--- src/rtl/prog_loader.sv ---
// Boot-time program loader: assembles a byte stream into 32-bit words, writes them
// to instruction memory and releases the core from reset once the checksum matches.
module prog_loader #(
    parameter int unsigned DEPTH     = 1024,
    parameter logic [31:0] BASE_ADDR = 32'h0000_0000,
    parameter int unsigned TIMEOUT   = 65535
) (
    input  logic        clk,
    input  logic        rst_,
    input  logic        load_start,
    input  logic        in_valid,
    input  logic [7:0]  in_byte,
    output logic        in_ready,
    output logic        imem_we,
    output logic [31:0] imem_addr,
    output logic [31:0] imem_wdata,
    output logic        core_rst_,
    output logic        busy,
    output logic        done,
    output logic        err,
    output logic [15:0] word_count
);

    typedef enum logic [2:0] {
        S_IDLE, S_HDR0, S_HDR1, S_DATA, S_WRITE, S_CHK, S_DONE, S_ERR
    } state_t;

    state_t      state_q, state_d;
    logic [15:0] n_q, n_d;
    logic [1:0]  idx_q, idx_d;
    logic [7:0]  csum_q, csum_d;
    logic [23:0] word_q, word_d;
    logic [15:0] wc_q, wc_d;
    logic [15:0] to_q, to_d;
    logic [31:0] addr_q, addr_d;
    logic [31:0] wdata_q, wdata_d;
    logic        ready_q, ready_d;
    logic        we_q, we_d;
    logic        crst_q, crst_d;
    logic        busy_q, busy_d;
    logic        done_q, done_d;
    logic        err_q, err_d;

    logic        accept;
    logic        start;
    logic [15:0] n_full;
    logic [31:0] to_inc;

    always_comb begin
        state_d = state_q;
        n_d     = n_q;
        idx_d   = idx_q;
        csum_d  = csum_q;
        word_d  = word_q;
        wc_d    = wc_q;
        to_d    = to_q;
        addr_d  = addr_q;
        wdata_d = wdata_q;
        start   = 1'b0;
        accept  = in_valid & ready_q;
        n_full  = {in_byte, n_q[7:0]};
        to_inc  = {16'd0, to_q} + 32'd1;

        unique case (state_q)
            S_IDLE, S_DONE, S_ERR: start = load_start;
            S_HDR0: if (accept) begin
                n_d[7:0] = in_byte;
                state_d  = S_HDR1;
            end
            S_HDR1: if (accept) begin
                n_d[15:8] = in_byte;
                if (n_full == 16'd0 || {16'd0, n_full} > DEPTH) state_d = S_ERR;
                else                                             state_d = S_DATA;
            end
            S_DATA: if (accept) begin
                csum_d = csum_q ^ in_byte;
                idx_d  = idx_q + 2'd1;
                unique case (idx_q)
                    2'd0: word_d[7:0]   = in_byte;
                    2'd1: word_d[15:8]  = in_byte;
                    2'd2: word_d[23:16] = in_byte;
                    default: begin
                        // Address uses the pre-increment count; it bumps at the end of WRITE.
                        state_d = S_WRITE;
                        wdata_d = {in_byte, word_q};
                        addr_d  = BASE_ADDR + {14'd0, wc_q, 2'b00};
                    end
                endcase
            end
            S_WRITE: begin
                wc_d    = wc_q + 16'd1;
                to_d    = 16'd0;
                state_d = (wc_d == n_q) ? S_CHK : S_DATA;
            end
            S_CHK: if (accept) begin
                state_d = (in_byte == csum_q) ? S_DONE : S_ERR;
            end
            default: state_d = S_IDLE;
        endcase

        // Idle-cycle watchdog, active only while a byte is being awaited.
        if (ready_q) begin
            if (accept) begin
                to_d = 16'd0;
            end else if (TIMEOUT != 0) begin
                to_d = to_inc[15:0];
                if (to_inc == TIMEOUT) state_d = S_ERR;
            end
        end

        if (start) begin
            state_d = S_HDR0;
            wc_d    = 16'd0;
            idx_d   = 2'd0;
            csum_d  = 8'd0;
            to_d    = 16'd0;
        end

        ready_d = state_d inside {S_HDR0, S_HDR1, S_DATA, S_CHK};
        busy_d  = ready_d || (state_d == S_WRITE);
        we_d    = (state_d == S_WRITE);
        crst_d  = (state_d == S_DONE);
        done_d  = (state_d == S_DONE);
        err_d   = (state_d == S_ERR);
    end

    always_ff @(posedge clk or negedge rst_) begin
        if (!rst_) begin
            state_q <= S_IDLE;
            n_q     <= '0;
            idx_q   <= '0;
            csum_q  <= '0;
            word_q  <= '0;
            wc_q    <= '0;
            to_q    <= '0;
            addr_q  <= '0;
            wdata_q <= '0;
            ready_q <= 1'b0;
            we_q    <= 1'b0;
            crst_q  <= 1'b0;
            busy_q  <= 1'b0;
            done_q  <= 1'b0;
            err_q   <= 1'b0;
        end else begin
            state_q <= state_d;
            n_q     <= n_d;
            idx_q   <= idx_d;
            csum_q  <= csum_d;
            word_q  <= word_d;
            wc_q    <= wc_d;
            to_q    <= to_d;
            addr_q  <= addr_d;
            wdata_q <= wdata_d;
            ready_q <= ready_d;
            we_q    <= we_d;
            crst_q  <= crst_d;
            busy_q  <= busy_d;
            done_q  <= done_d;
            err_q   <= err_d;
        end
    end

    assign in_ready   = ready_q;
    assign imem_we    = we_q;
    assign imem_addr  = addr_q;
    assign imem_wdata = wdata_q;
    assign core_rst_  = crst_q;
    assign busy       = busy_q;
    assign done       = done_q;
    assign err        = err_q;
    assign word_count = wc_q;

endmodule

--- config.mk ---
export PLATFORM = sky130hd
export DESIGN_NAME = prog_loader
export DESIGN_NICKNAME = d
export VERILOG_FILES = /design/src/rtl/prog_loader.sv
export SDC_FILE = /design/constraint.sdc
export NUM_CORES = 1
export LEC_CHECK = 0
export CAP_MARGIN = 20
export CORE_MARGIN = 2
export CORE_UTILIZATION = 46
export CTS_CLUSTER_DIAMETER = 100
export DETAILED_ROUTE_END_ITERATION = 10
export PLACE_DENSITY = 0.78
export SLEW_MARGIN = 20
export SYNTH_ARGS = -nofsm -noshare
export SYNTH_HDL_FRONTEND = slang
export SYNTH_SLANG_ARGS = --single-unit
--- constraint.sdc ---
create_clock -name clk -period 2.35 [get_ports clk]
set_clock_uncertainty 0.1 [all_clocks]
set_input_delay 0.235 -clock clk [delete_from_list [all_inputs] [get_ports clk]]
set_output_delay 0.235 -clock clk [all_outputs]
set_load 0.03 [all_outputs]
# [Word-level counts from Yosys, hierarchy flattened]
# Cells that the tools add are included.
[totals] reg_bits=138 in_bits=12 output_inout_bits=86
[classes] n_addsub=3 order_cmp=1 n_eq_ne=19 muxes=26 bitwise=3 reduce_logical=19
[op_table] op="16-bit 2-to-1 mux" count=6
[op_table] op="3-bit 2-to-1 mux" count=11
[op_table] op="3-bit == test, second input constant" count=8
[op_table] op="8-bit 2-to-1 mux" count=3
[op_table] op="16-bit by 1-bit adder with 17-bit output, second input constant" count=1
[op_table] op="17-bit by 16-bit == test with 1-bit output, second input constant" count=1
[op_table] op="16-bit by 1-bit adder with 16-bit output, second input constant" count=1
[op_table] op="16-bit == test" count=1
[op_table] op="16-bit by 11-bit greater-than comparator with 1-bit output, second input constant" count=1
[op_table] op="16-bit zero test" count=1
[op_table] op="3-bit case mux with 5 select lines" count=1
[op_table] op="3-bit by 2-bit == test with 1-bit output, second input constant" count=4
[op_table] op="3-bit AND reduction" count=4
[op_table] op="8-bit == test" count=1
[op_table] op="8-bit XOR" count=1
[op_table] op="3-bit by 1-bit == test with 1-bit output, second input constant" count=2
[op_table] op="2-bit 2-to-1 mux" count=3
[op_table] op="2-bit AND reduction" count=3
[op_table] op="2-bit nonzero test" count=3
[op_table] op="3-bit OR reduction" count=2
[op_table] op="4-bit nonzero test" count=1
[op_table] op="3-bit zero test" count=1
[op_table] op="3-bit nonzero test" count=1
[op_table] op="2-bit by 1-bit adder with 2-bit output, second input constant" count=1
[op_table] op="7 further kinds" count=9

# [Longest topological paths before layout]
# Gate-level depths: netlist (run 1).
[logic_depth] depth_word=12 depth_mapped=8 depth_no_buf=8

# [Worst setup path before layout (run 1)]
# No wires, ideal clock.
[synth_path] path_type="flip-flop to flip-flop" from="register wc_q[0], in the netlist word_count[0]" to="register state_q[1]" setup_time_ns=0.136 arrival_ns=2.251 t_required_ns=2.114 slack_ns=-0.138 path_stages_with_launch=8 synth_period_minus_slack_ns=2.488 path_cell_list="dfrtp_1 ha_1 nand3_2 nor4_4 xnor2_1 or4_1 o31ai_1 a21oi_1"
[synth_via] elab_chain_len=8
[synth_lines] item="start: declaration" line_no="33" rtl="logic [15:0] wc_q, wc_d;"
[synth_lines] item="start signal: assignment" line_no="150" rtl="wc_q <= wc_d;"
[synth_lines] item="16-bit by 1-bit adder with 16-bit output *" line_no="91" rtl="wc_d = wc_q + 16'd1;"
[synth_lines] item="16-bit == test *" line_no="93" rtl="state_d = (wc_d == n_q) ? S_CHK : S_DATA;"
[synth_lines] item="3-bit 2-to-1 mux *" line_no="93"
[synth_lines] item="3-bit case mux with 5 select lines *" line_no="64" rtl="unique case (state_q)"
[synth_lines] item="3-bit 2-to-1 mux" line_no="107" rtl="if (to_inc == TIMEOUT) state_d = S_ERR;"
[synth_lines] item="3-bit 2-to-1 mux" line_no="103" rtl="if (accept) begin"
[synth_lines] item="3-bit 2-to-1 mux *" line_no="102" rtl="if (ready_q) begin"
[synth_lines] item="3-bit 2-to-1 mux *" line_no="111" rtl="if (start) begin"
[synth_lines] item="named net state_d[1]" line_no="28" rtl="state_t state_q, state_d;"
[synth_lines] item="end signal: assignment" line_no="145" rtl="state_q <= state_d;"
[synth_lines] item="end: declaration" line_no="28"
# The timed path passes the listed nets; every way through them passes the cells marked *.
# A chain may end at the register's enable or synchronous reset.

# [Worst setup path in the final report (run 1)]
[layout_path] from="register to_q[1]" to="register busy_q, in the netlist busy"
[layout_via] elab_chain_len=9 elab_cells_between_ends=13
[layout_lines] item="start: declaration" line_no="34" rtl="logic [15:0] to_q, to_d;"
[layout_lines] item="start signal: assignment" line_no="151" rtl="to_q <= to_d;"
[layout_lines] item="16-bit by 1-bit adder with 17-bit output *" line_no="62" rtl="to_inc = {16'd0, to_q} + 32'd1;"
[layout_lines] item="17-bit by 16-bit == test with 1-bit output *" line_no="107"
[layout_lines] item="3-bit 2-to-1 mux *" line_no="107"
[layout_lines] item="3-bit 2-to-1 mux *" line_no="103"
[layout_lines] item="3-bit 2-to-1 mux *" line_no="102"
[layout_lines] item="3-bit 2-to-1 mux *" line_no="111"
[layout_lines] item="3-bit by 1-bit == test with 1-bit output, or another cell as far along" line_no="119" rtl="ready_d = state_d inside {S_HDR0, S_HDR1, S_DATA, S_CHK};"
[layout_lines] item="4-bit nonzero test" line_no="119"
[layout_lines] item="1-bit logical OR *" line_no="120" rtl="busy_d = ready_d || (state_d == S_WRITE);"
[layout_lines] item="named net busy_d" line_no="40" rtl="logic busy_q, busy_d;"
[layout_lines] item="end signal: assignment" line_no="157" rtl="busy_q <= busy_d;"
[layout_lines] item="end: declaration" line_no="40"
# Marks and branches as above.

==> results.md, run 1 <==
* Global placement routability congestion at 0.9185
* CTS tree: built
* Clock slew at reported path FFs at 0.06 ns
* Drc violations at 0
* Total grt overflow at 0
* Setup TNS at 0 ns
* Final Hold Viols at 0
* Clk buf depth at 2
* Die H at 126.3 um
* Reg-to-reg startpoint: to_q[1]$_DFFE_PN0P_
* Final Setup Violations at 0
* Syn avg cell area at 11.05 sq um
* Area leader, netlist: dfrtp_1
* GRT Util Overall at 21.64%
* Comb power frac at 38.2%
* Pre-Repair DR Iteration Count at 4
* Die area at 15960 sq um
* Vias at 5263
* Slew headroom at 49.90%
* CTS Buf Count at 17
* RSZ-0062 raised after global routing: yes
* Layout cells sized above 1 at 30.36%
* Synth cell count leaders: 138 x dfrtp_1, 82 x mux2_2, 50 x nand2_1, 48 x o21ai_0, 37 x nor2_1
* Die width at 126.3 um
* Count of final max-slew check failures at 0
* Vias per cell at 5.494
* Sequential Power Share at 37.1%
* Worst hold path type: in -> async
* WS Path Type: reg -> reg
* Std cell rows at 44
* GR met2 Demand/Resource at 33.53%
* Port Buf Inserts at 81
* Worst Setup End Kind: register
* Maximum vdd drop at 0.7910 mV
* Antenna viol nets, final at 0
* Io pins at 98
* Critical path arrival at 2.50 ns
* Most numerous cell in the Yosys netlist: dfrtp_1
* Post-Synthesis Cells at 623
* Ant diodes at 0
* First-pass GRT wire length at 27570 um
* PwrDens at 1144 nW/um^2
* Max_cap viols at 0
* CTS root buffer: clkbuf_16
* Mapped cell area at 6885 sq um
* Layout Cells excl Fill at 958
* Status: completed
* Critical Path Source: to_q[1]$_DFFE_PN0P_
* Iter 0 DRT Violations at 395
* Final Util at 61.44%
* Slew of the pin with the lowest slew margin at 0.7474 ns
* Core ar. at 14590 sq um
* H-tree depth at 4
* Fmax at 430.7 MHz
* M1 GR Usage at 29.69%
* P_leak at 3.955 nW
* CP startpoint kind: register
* Vias in the first global route at 5406
* Dominant cells by area after synthesis: dfrtp_1 50%, mux2_2 13%, xnor2_1 3.9%, o21ai_0 3.5%, nand2_1 2.7%
* Synth unique cells at 67
* Top cell type's share of synthesized area at 50.15%
* Clk_lat worst skew at 0.42 ns
* Fin crit share at 98.80%
* WL per Instance at 17.33 um
* Initial core utilization at 47.20%
* Total clock sinks at 138
* Power Internal at 6.609 mW
* GR peak layer: met2
* WP data required at 2.53 ns
* Clock Power Share at 24.7%
* Largest net degree at the start of global routing at 53
* Critical path fanouts, max at 4
* Final WL at 16600 um
* YS warnings at 0
* Predominant post-synthesis flop cell: dfrtp_1
* Sequential fraction of the synthesis area at 50.15%
* EDFF count, synth at 0
* Ys async rst share at 100.0%
* Area Growth Syn to Fin at 30.18%
* GRT met3 Usage at 5.652%
* Detailed Place HPWL at 11650 um
* Nets at 783
* Net Sw Frac at 35.56%
* Synthesis-stage register bit count at 138
* Fin crit period at 2.322 ns
* Net Switching at 3.648 mW
* Placed insts at 921
* Initial antenna violation count at 0
-- per-stage QoR --
stage | setup WS, ns | hold slack (ns) | power, mW | instance area, sq um
final | 0.02815 | 0.2300 | 10.26 | 8964
after global routing | -0.07458 | 0.2613 | 10.80 | 8964
after CTS | 0.01178 | 0.2437 | 10.25 | 8867
after detailed placement | -0.2122 | 0.1240 | 7.647 | 8273
after global placement | -0.1642 | 0.1149 | 7.476 | 8268
after floorplan | -0.0004259 | -0.1606 | 6.162 | 6969
-- layout by cell type (no fill, tap or decap), types with 5 or more instances in the layout --
cell,synthesis,routed
dfrtp_1,138,128
mux2_2,82,82
clkdlybuf4s50_1,0,80
buf_4,19,76
nand2_1,50,50
o21ai_0,48,48
nor2_1,37,37
xnor2_1,31,31
nand3_1,23,23
xor2_1,18,17
clkbuf_16,0,17
conb_1,1,16
a21oi_1,14,14
inv_1,11,11
nand4_1,10,10
dfrtp_2,0,10
nor3_1,11,9
nor4_1,5,5
and4_1,5,5
and3_1,6,5
ha_1,7,5
-- path summary, 6_finish.rpt --
check | endpoint | slack, ns | depth (start not counted)
max | busy$_DFF_PN0_ | 0.03 | 9
min in group clk | imem_wdata[26]$_DFFE_PN0P_ | 0.39 | 2
max in group asynchronous | imem_wdata[25]$_DFFE_PN0P_ | 1.29 | 3
max reg2reg | busy$_DFF_PN0_ | 0.03 | 9
min reg2reg | imem_wdata[26]$_DFFE_PN0P_ | 0.39 | 2
min | to_q[1]$_DFFE_PN0P_ | 0.23 | 2
-- cell families (layout without fill, tap and decap cells) --
kind of cell               count (synthesis)  after routing  synth area share (%)
buffers and inverters                     68            204                 5.597
and+or+nand+nor                          180            180                 14.34
other                                      1             16               0.05446
DFF                                      138            138                 50.15
muxes                                     83             83                 13.56
AOI/OAI and AO/OA                         97             97                 8.796
adders and majority gates                  7              7                 1.272
xor gates and xnor gates                  49             49                 6.233
-- flip-flops by register name, indices dropped and copies added, names as in the netlist --
register,count
to_q,16
imem_we,1
in_ready,1
idx_q,2
imem_wdata,32
busy,1
done,1
imem_addr,16
err,1
csum_q,8
state_q,3
word_q,24
word_count,16
n_q,16
-- timing repair --
action	4_1_cts	5_1_grt
endpoints found under the hold margin	50	0
setup endpoints to repair	6	13
pin swaps	4	9
hold buffers	1	0
gates resized for setup	3	13
buffers inserted	2	5
-- worst max-delay path, stage by stage, from the launching register on --
cell and delay, ns:
dfrtp_1 0.43, buf_4 0.14, buf_4 0.11, nand4_1 0.17, buf_4 0.21, nor4_1 0.34
a211o_4 0.18, and4_1 0.22, o21a_2 0.18, o211ai_1 0.09
-- metal layers --
layer,up-vias,share of wire (%)
li1,2447,-
met1,2617,45
met2,172,47
met3,27,5.8
met4,0,1.9
met5,-,0
-- power groups by stage --
stage / clock network (mW) / logic, mW / registers [mW]
2_1_floorplan: 0 / 1.77 / 4.39
3_3_place_gp: 0 / 3.71 / 3.77
3_5_place_dp: 0 / 3.84 / 3.81
4_1_cts: 2.57 / 3.89 / 3.79
5_1_grt: 2.69 / 4.20 / 3.92
6_report: 2.53 / 3.92 / 3.80
-- layout make-up --
type / instances / area [sq um]
clock buffers: 18 / 429.2
clock inverters: 11 / 125.1
fillers: 1117 / 5625
inverters: 11 / 41.29
multi-input cells: 432 / 3186
flip-flops and latches: 138 / 3466
well taps: 184 / 230.2
repair buffers: 164 / 1486
(Power assumes the default switching activity.)
==> run 2: changes to the inputs <==
--- a/config.mk
+++ b/config.mk
@@ -10,7 +10,7 @@
 export CORE_UTILIZATION = 46
 export CTS_CLUSTER_DIAMETER = 100
 export DETAILED_ROUTE_END_ITERATION = 10
-export PLACE_DENSITY = 0.78
+export PLACE_DENSITY = 0.75
 export SLEW_MARGIN = 20
 export SYNTH_ARGS = -nofsm -noshare
 export SYNTH_HDL_FRONTEND = slang
==> constraint.sdc (replaced) <==
create_clock -name clk -period 2.85 [get_ports clk]
set_clock_uncertainty 0.1 [all_clocks]
set_input_delay 0.285 -clock clk [delete_from_list [all_inputs] [get_ports clk]]
set_output_delay 0.285 -clock clk [all_outputs]
set_load 0.03 [all_outputs]
==> results.md, run 2 (synthesis gave the netlist of run 1 again) <==
* Status: completed
* Reg-to-reg startpoint: word_count[0]$_DFFE_PN0P_
* Final Hold Viols at 0
* Crit-path cells: ha_1 -> and3_1 -> nand4_1 -> xnor2_1 -> or4_1 -> o31ai_1 -> a21oi_1
* Reg2Reg Depth at 7
* WL per Instance at 17.70 um
* Critical path fanouts, max at 8
* Port Buf Inserts at 81
* Antenna viol nets, final at 0
* First-pass GRT wire length at 27020 um
* Fill cell count at 1183
* Top Family by Delay on Critical Path: simple AND/OR/NAND/NOR gates
* Hold Slack at 0.3374 ns
* Area Growth Syn to Fin at 23.04%
* Initial core utilization at 47.20%
* Nets at 727
* Die H at 126.3 um
* WP data required at 3.03 ns
* Most common cell after layout, fill and taps aside: dfrtp_1
* Critical path arrival at 2.84 ns
* Vias in the first global route at 5249
* CP startpoint kind: register
* Global placement routability congestion at 0.8894
* Max reg flops at 32
* Initial antenna violation count at 0
* Pre-Repair DR Iteration Count at 5
* Post-route design area at 8472 sq um
* Drc violations at 0
* GR met2 Demand/Resource at 32.21%
* Largest net degree at the start of global routing at 71
* Iter 0 DRT Violations at 367
* Total grt overflow at 0
* Worst Setup End Kind: register
* Vias at 5054
* Worst path bufs/invs at 0
* M1 GR Usage at 28.87%
* Fin crit share at 93.34%
* Commonest non-fill, non-tap cells in the layout: 138 x dfrtp_1, 82 x mux2_2, 80 x clkdlybuf4s50_1
* Final Setup Violations at 0
* R2R setup slack at 0.19 ns
* Die area at 15960 sq um
* Critical path's slowest cell: or4_1
* WS Path Type: reg -> reg
* Final Util at 58.07%
* Clk_lat worst skew at 0.42 ns
* H-tree depth at 4
* Detailed Place HPWL at 11000 um
* Fmax at 375.9 MHz
* Total clock sinks at 138
* Core ar. at 14590 sq um
* Clk buf depth at 2
* Clock slew at reported path FFs at 0.06 ns
* PwrDens at 991.4 nW/um^2
* Layout cells sized above 1 at 22.25%
* Count of final max-slew check failures at 0
* CTS tree: built
* GRT Util Overall at 21.10%
* CP max stage delay at 0.55 ns
* GRT met3 Usage at 5.820%
* Maximum vdd drop at 0.5619 mV
* P_leak at 3.692 nW
* CTS root buffer: clkbuf_16
* Final WL at 15990 um
* RSZ-0062 raised after global routing: no
* Std cell rows at 44
* Max_cap viols at 0
* Fin crit period at 2.660 ns
* Reg-to-Reg End: state_q[1]$_DFF_PN0_
* Post-CTS Setup Inserts at 0
* Vias per cell at 5.597
* Slew of the pin with the lowest slew margin at 0.6638 ns
* Die width at 126.3 um
* Ant diodes at 0
* Slew headroom at 55.75%
* Worst hold path type: in -> async
* CTS Buf Count at 17
* Setup TNS at 0 ns
* Area after DPL at 7860 sq um
* Io pins at 98
* GR peak layer: met2
run 2: changes by cell type in the layout (fill, tap and decap cells not counted), sizes merged:
| cell | before | now |
|---|---|---|
| bufinv | 2 | 3 |
| clkbuf | 18 | 20 |
| clkinv | 5 | 1 |
| clkinvlp | 2 | 4 |
| buf | 83 | 27 |
run 2: how the worst max path moves through the flow:
stage,startpoint,endpoint,cells past startpoint
floorplan,word_count[0]$_DFFE_PN0P_,state_q[1]$_DFF_PN0_,7
global placement,in_valid,busy$_DFF_PN0_,7
detailed placement,in_valid,busy$_DFF_PN0_,7
CTS,to_q[0]$_DFFE_PN0P_,busy$_DFF_PN0_,7
global route,to_q[0]$_DFFE_PN0P_,busy$_DFF_PN0_,7
finish,word_count[0]$_DFFE_PN0P_,state_q[1]$_DFF_PN0_,7
run 2: power by group:
part | internal (mW) | leakage [nW] | total [mW] | switching (mW)
clock | 1.42 | 0.281 | 2.26 | 0.843
sequential | 2.63 | 1.80 | 3.15 | 0.521
combinational | 1.41 | 1.61 | 2.99 | 1.58
run 2: through the flow:
step	power (mW)	cells	setup slack, ns
6_report	8.399	903	0.1898
5_1_grt	8.840	903	0.07460
4_1_cts	8.439	903	0.1431
3_5_place_dp	6.160	872	0.1527
3_3_place_gp	6.035	872	0.2427
2_1_floorplan	5.071	638	0.3625
run 2: what timing repair did:
action	4_1_cts	5_1_grt
hold buffers	1	0
hold endpoints to repair	68	0
gates resized for setup	0	1
endpoints found under the setup margin	0	1
run 2: worst register-to-register path: stages (launching register included):
cell and delay, ns:
dfrtp_1 0.52, ha_1 0.30, and3_1 0.26, nand4_1 0.23, xnor2_1 0.21, or4_1 0.55, o31ai_1 0.26, a21oi_1 0.11
run 2: area by class of cell:
type	count	area (sq um)	share of cell area, %
sequential	138	3453	40.76
clock buffer	20	456.7	5.391
multi-input combinational	432	3105	36.66
tap	184	230.2	2.717
clock inverter	10	142.6	1.684
timing repair buffer	108	1042	12.30
inverter	11	41.29	0.4874
run 2: metal layers:
layer | vias to the layer above | wire (um)
met5 | - | 0
met4 | 0 | 335
met3 | 31 | 851
met2 | 156 | 7346
met1 | 2531 | 7453
li1 | 2336 | -
==> run 3: changes to the inputs <==
==> constraint.sdc (replaced) <==
create_clock -name clk -period 2.85 [get_ports clk]
set_clock_uncertainty 0.1 [all_clocks]
set_input_delay 0.57 -clock clk [delete_from_list [all_inputs] [get_ports clk]]
set_output_delay 0.57 -clock clk [all_outputs]
set_load 0.03 [all_outputs]
==> results.md, run 3 (synthesis gave the netlist of run 1 again) <==
* Final WL at 15660 um
* Hold path startpoint: word_q[10]$_DFFE_PN0P_
* CTS Buf Count at 17
* Worst hold endpoint: word_q[10]$_DFFE_PN0P_
* Port Buf Inserts at 81
* Commonest non-fill, non-tap cells in the layout: 137 x dfrtp_1, 82 x mux2_2, 80 x clkdlybuf4s50_1
* Die area at 15960 sq um
* Critical path's slowest cell: or4_4
* Ant diodes at 0
* Fmax at 374.8 MHz
* Layout cells sized above 1 at 22.93%
* Final Setup Violations at 0
* Post-CTS Setup Inserts at 0
* Area Growth Syn to Fin at 23.61%
* Slew of the pin with the lowest slew margin at 0.7654 ns
* H-tree depth at 4
* Initial antenna violation count at 0
* Core ar. at 14590 sq um
* Vias at 5093
* Antenna viol nets, final at 0
* Reg2Reg Depth at 7
* Setup TNS at 0 ns
* Final Util at 58.34%
* Clock slew at reported path FFs at 0.06 ns
* Fin crit period at 2.668 ns
* First-pass GRT wire length at 26050 um
* Global placement routability congestion at 0.8855
* Crit-path cells: ha_1 -> nand4_4 -> or4_4 -> a2111oi_4 -> a31o_2 -> o21a_2 -> o211ai_1
* Initial core utilization at 47.20%
* P_leak at 3.718 nW
* Max reg flops at 32
* CP startpoint kind: register
* CP max stage delay at 0.58 ns
* Final Hold Viols at 0
* CTS root buffer: clkbuf_16
* Pre-Repair DR Iteration Count at 5
* Io pins at 98
* WS Path Type: reg -> reg
* RSZ-0062 raised after global routing: no
* Reg-to-Reg End: busy$_DFF_PN0_
* Critical path arrival at 2.85 ns
* Register Area at 3455 sq um
* Vias in the first global route at 5122
* Iter 0 DRT Violations at 343
* WL per Instance at 17.25 um
* Fill cell count at 1159
* Reg-to-reg startpoint: to_q[0]$_DFFE_PN0P_
* Largest net degree at the start of global routing at 71
* GRT Util Overall at 20.49%
* Drc violations at 0
* Status: completed
* Total grt overflow at 0
* Hold Path Depth at 2
* CTS tree: built
* Worst hold path type: reg -> reg
* Die width at 126.3 um
* Count of final max-slew check failures at 0
* Detailed Place HPWL at 10600 um
* R2R setup slack at 0.18 ns
* Max_cap viols at 0
* Nets at 730
* Worst Setup End Kind: register
* Fin crit share at 93.62%
* Clk buf depth at 2
* Critical path fanouts, max at 7
* Vias per cell at 5.609
* Slew headroom at 48.69%
* Maximum vdd drop at 0.7070 mV
* Multi-input gate area at 3108 sq um
* WP data required at 3.04 ns
* Clk_lat worst skew at 0.42 ns
* Power after layout at 8.412 mW
* Most common cell after layout, fill and taps aside: dfrtp_1
* Die H at 126.3 um
* Total clock sinks at 138
* Std cell rows at 44
* PwrDens at 988.4 nW/um^2
==> run 3: power breakdown <==
| group | total, mW | switching [mW] | internal (mW) |
|---|---|---|---|
| logic | 2.98 | 1.58 | 1.41 |
| registers | 3.16 | 0.528 | 2.63 |
| clock network | 2.27 | 0.864 | 1.41 |
==> run 3: final cells by class <==
| class | count | share of cell area (%) |
|---|---|---|
| sequential | 138 | 40.59 |
| clock buffer | 19 | 5.204 |
| timing repair buffer | 111 | 12.51 |
| inverter | 11 | 0.4852 |
| clock inverter | 13 | 1.985 |
| multi-input combinational | 432 | 36.52 |
| tap | 184 | 2.705 |
==> run 3: repair_timing <==
action | CTS | global route
hold buffers | 1 | 0
endpoints found under the hold margin | 39 | 0
resized for setup | 0 | 1
endpoints found under the setup margin | 0 | 1
==> run 3: metrics by stage <==
| step | hold WS, ns | area (sq um) | worst slack, ns | cells |
|---|---|---|---|---|
| after floorplan | 0.1744 | 6942 | 0.3625 | 638 |
| after global placement | 0.3595 | 7883 | -0.005673 | 875 |
| after detailed placement | 0.3724 | 7883 | -0.03170 | 875 |
| after CTS | 0.3799 | 8504 | 0.1652 | 908 |
| after global routing | 0.3943 | 8511 | 0.03303 | 908 |
| final | 0.3770 | 8511 | 0.1817 | 908 |
==> run 3: worst max path at each step <==
stage,from,end,slack [ns],depth (start not counted)
5_1_grt,to_q[0]$_DFFE_PN0P_,busy$_DFF_PN0_,0.03,8
2_1_floorplan,word_count[0]$_DFFE_PN0P_,state_q[1]$_DFF_PN0_,0.36,7
3_3_place_gp,in_valid,busy$_DFF_PN0_,-0.006,7
3_5_place_dp,in_valid,busy$_DFF_PN0_,-0.03,7
6_report,to_q[0]$_DFFE_PN0P_,busy$_DFF_PN0_,0.18,7
4_1_cts,word_count[0]$_DFFE_PN0P_,state_q[1]$_DFF_PN0_,0.17,7
==> run 3: metal layers <==
metal | GRT usage (%) | share of wire (%) | vias to the layer above | wire, um
met1 | 26.82 | 45 | 2556 | 7069
met4 | 7.434 | 1.9 | 0 | 297
met5 | 0 | 0 | - | 0
met2 | 32.93 | 48 | 157 | 7456
met3 | 5.567 | 5.4 | 26 | 839
li1 | - | - | 2354 | -
==> run 3: worst max-delay path: cells and delay by family, from the launching register on <==
| kind | cells | cell delay (ns) |
|---|---|---|
| simple gates | 2 | 0.76 |
| fa+ha+maj | 1 | 0.35 |
| compound gates | 4 | 0.88 |
| flops | 1 | 0.44 |
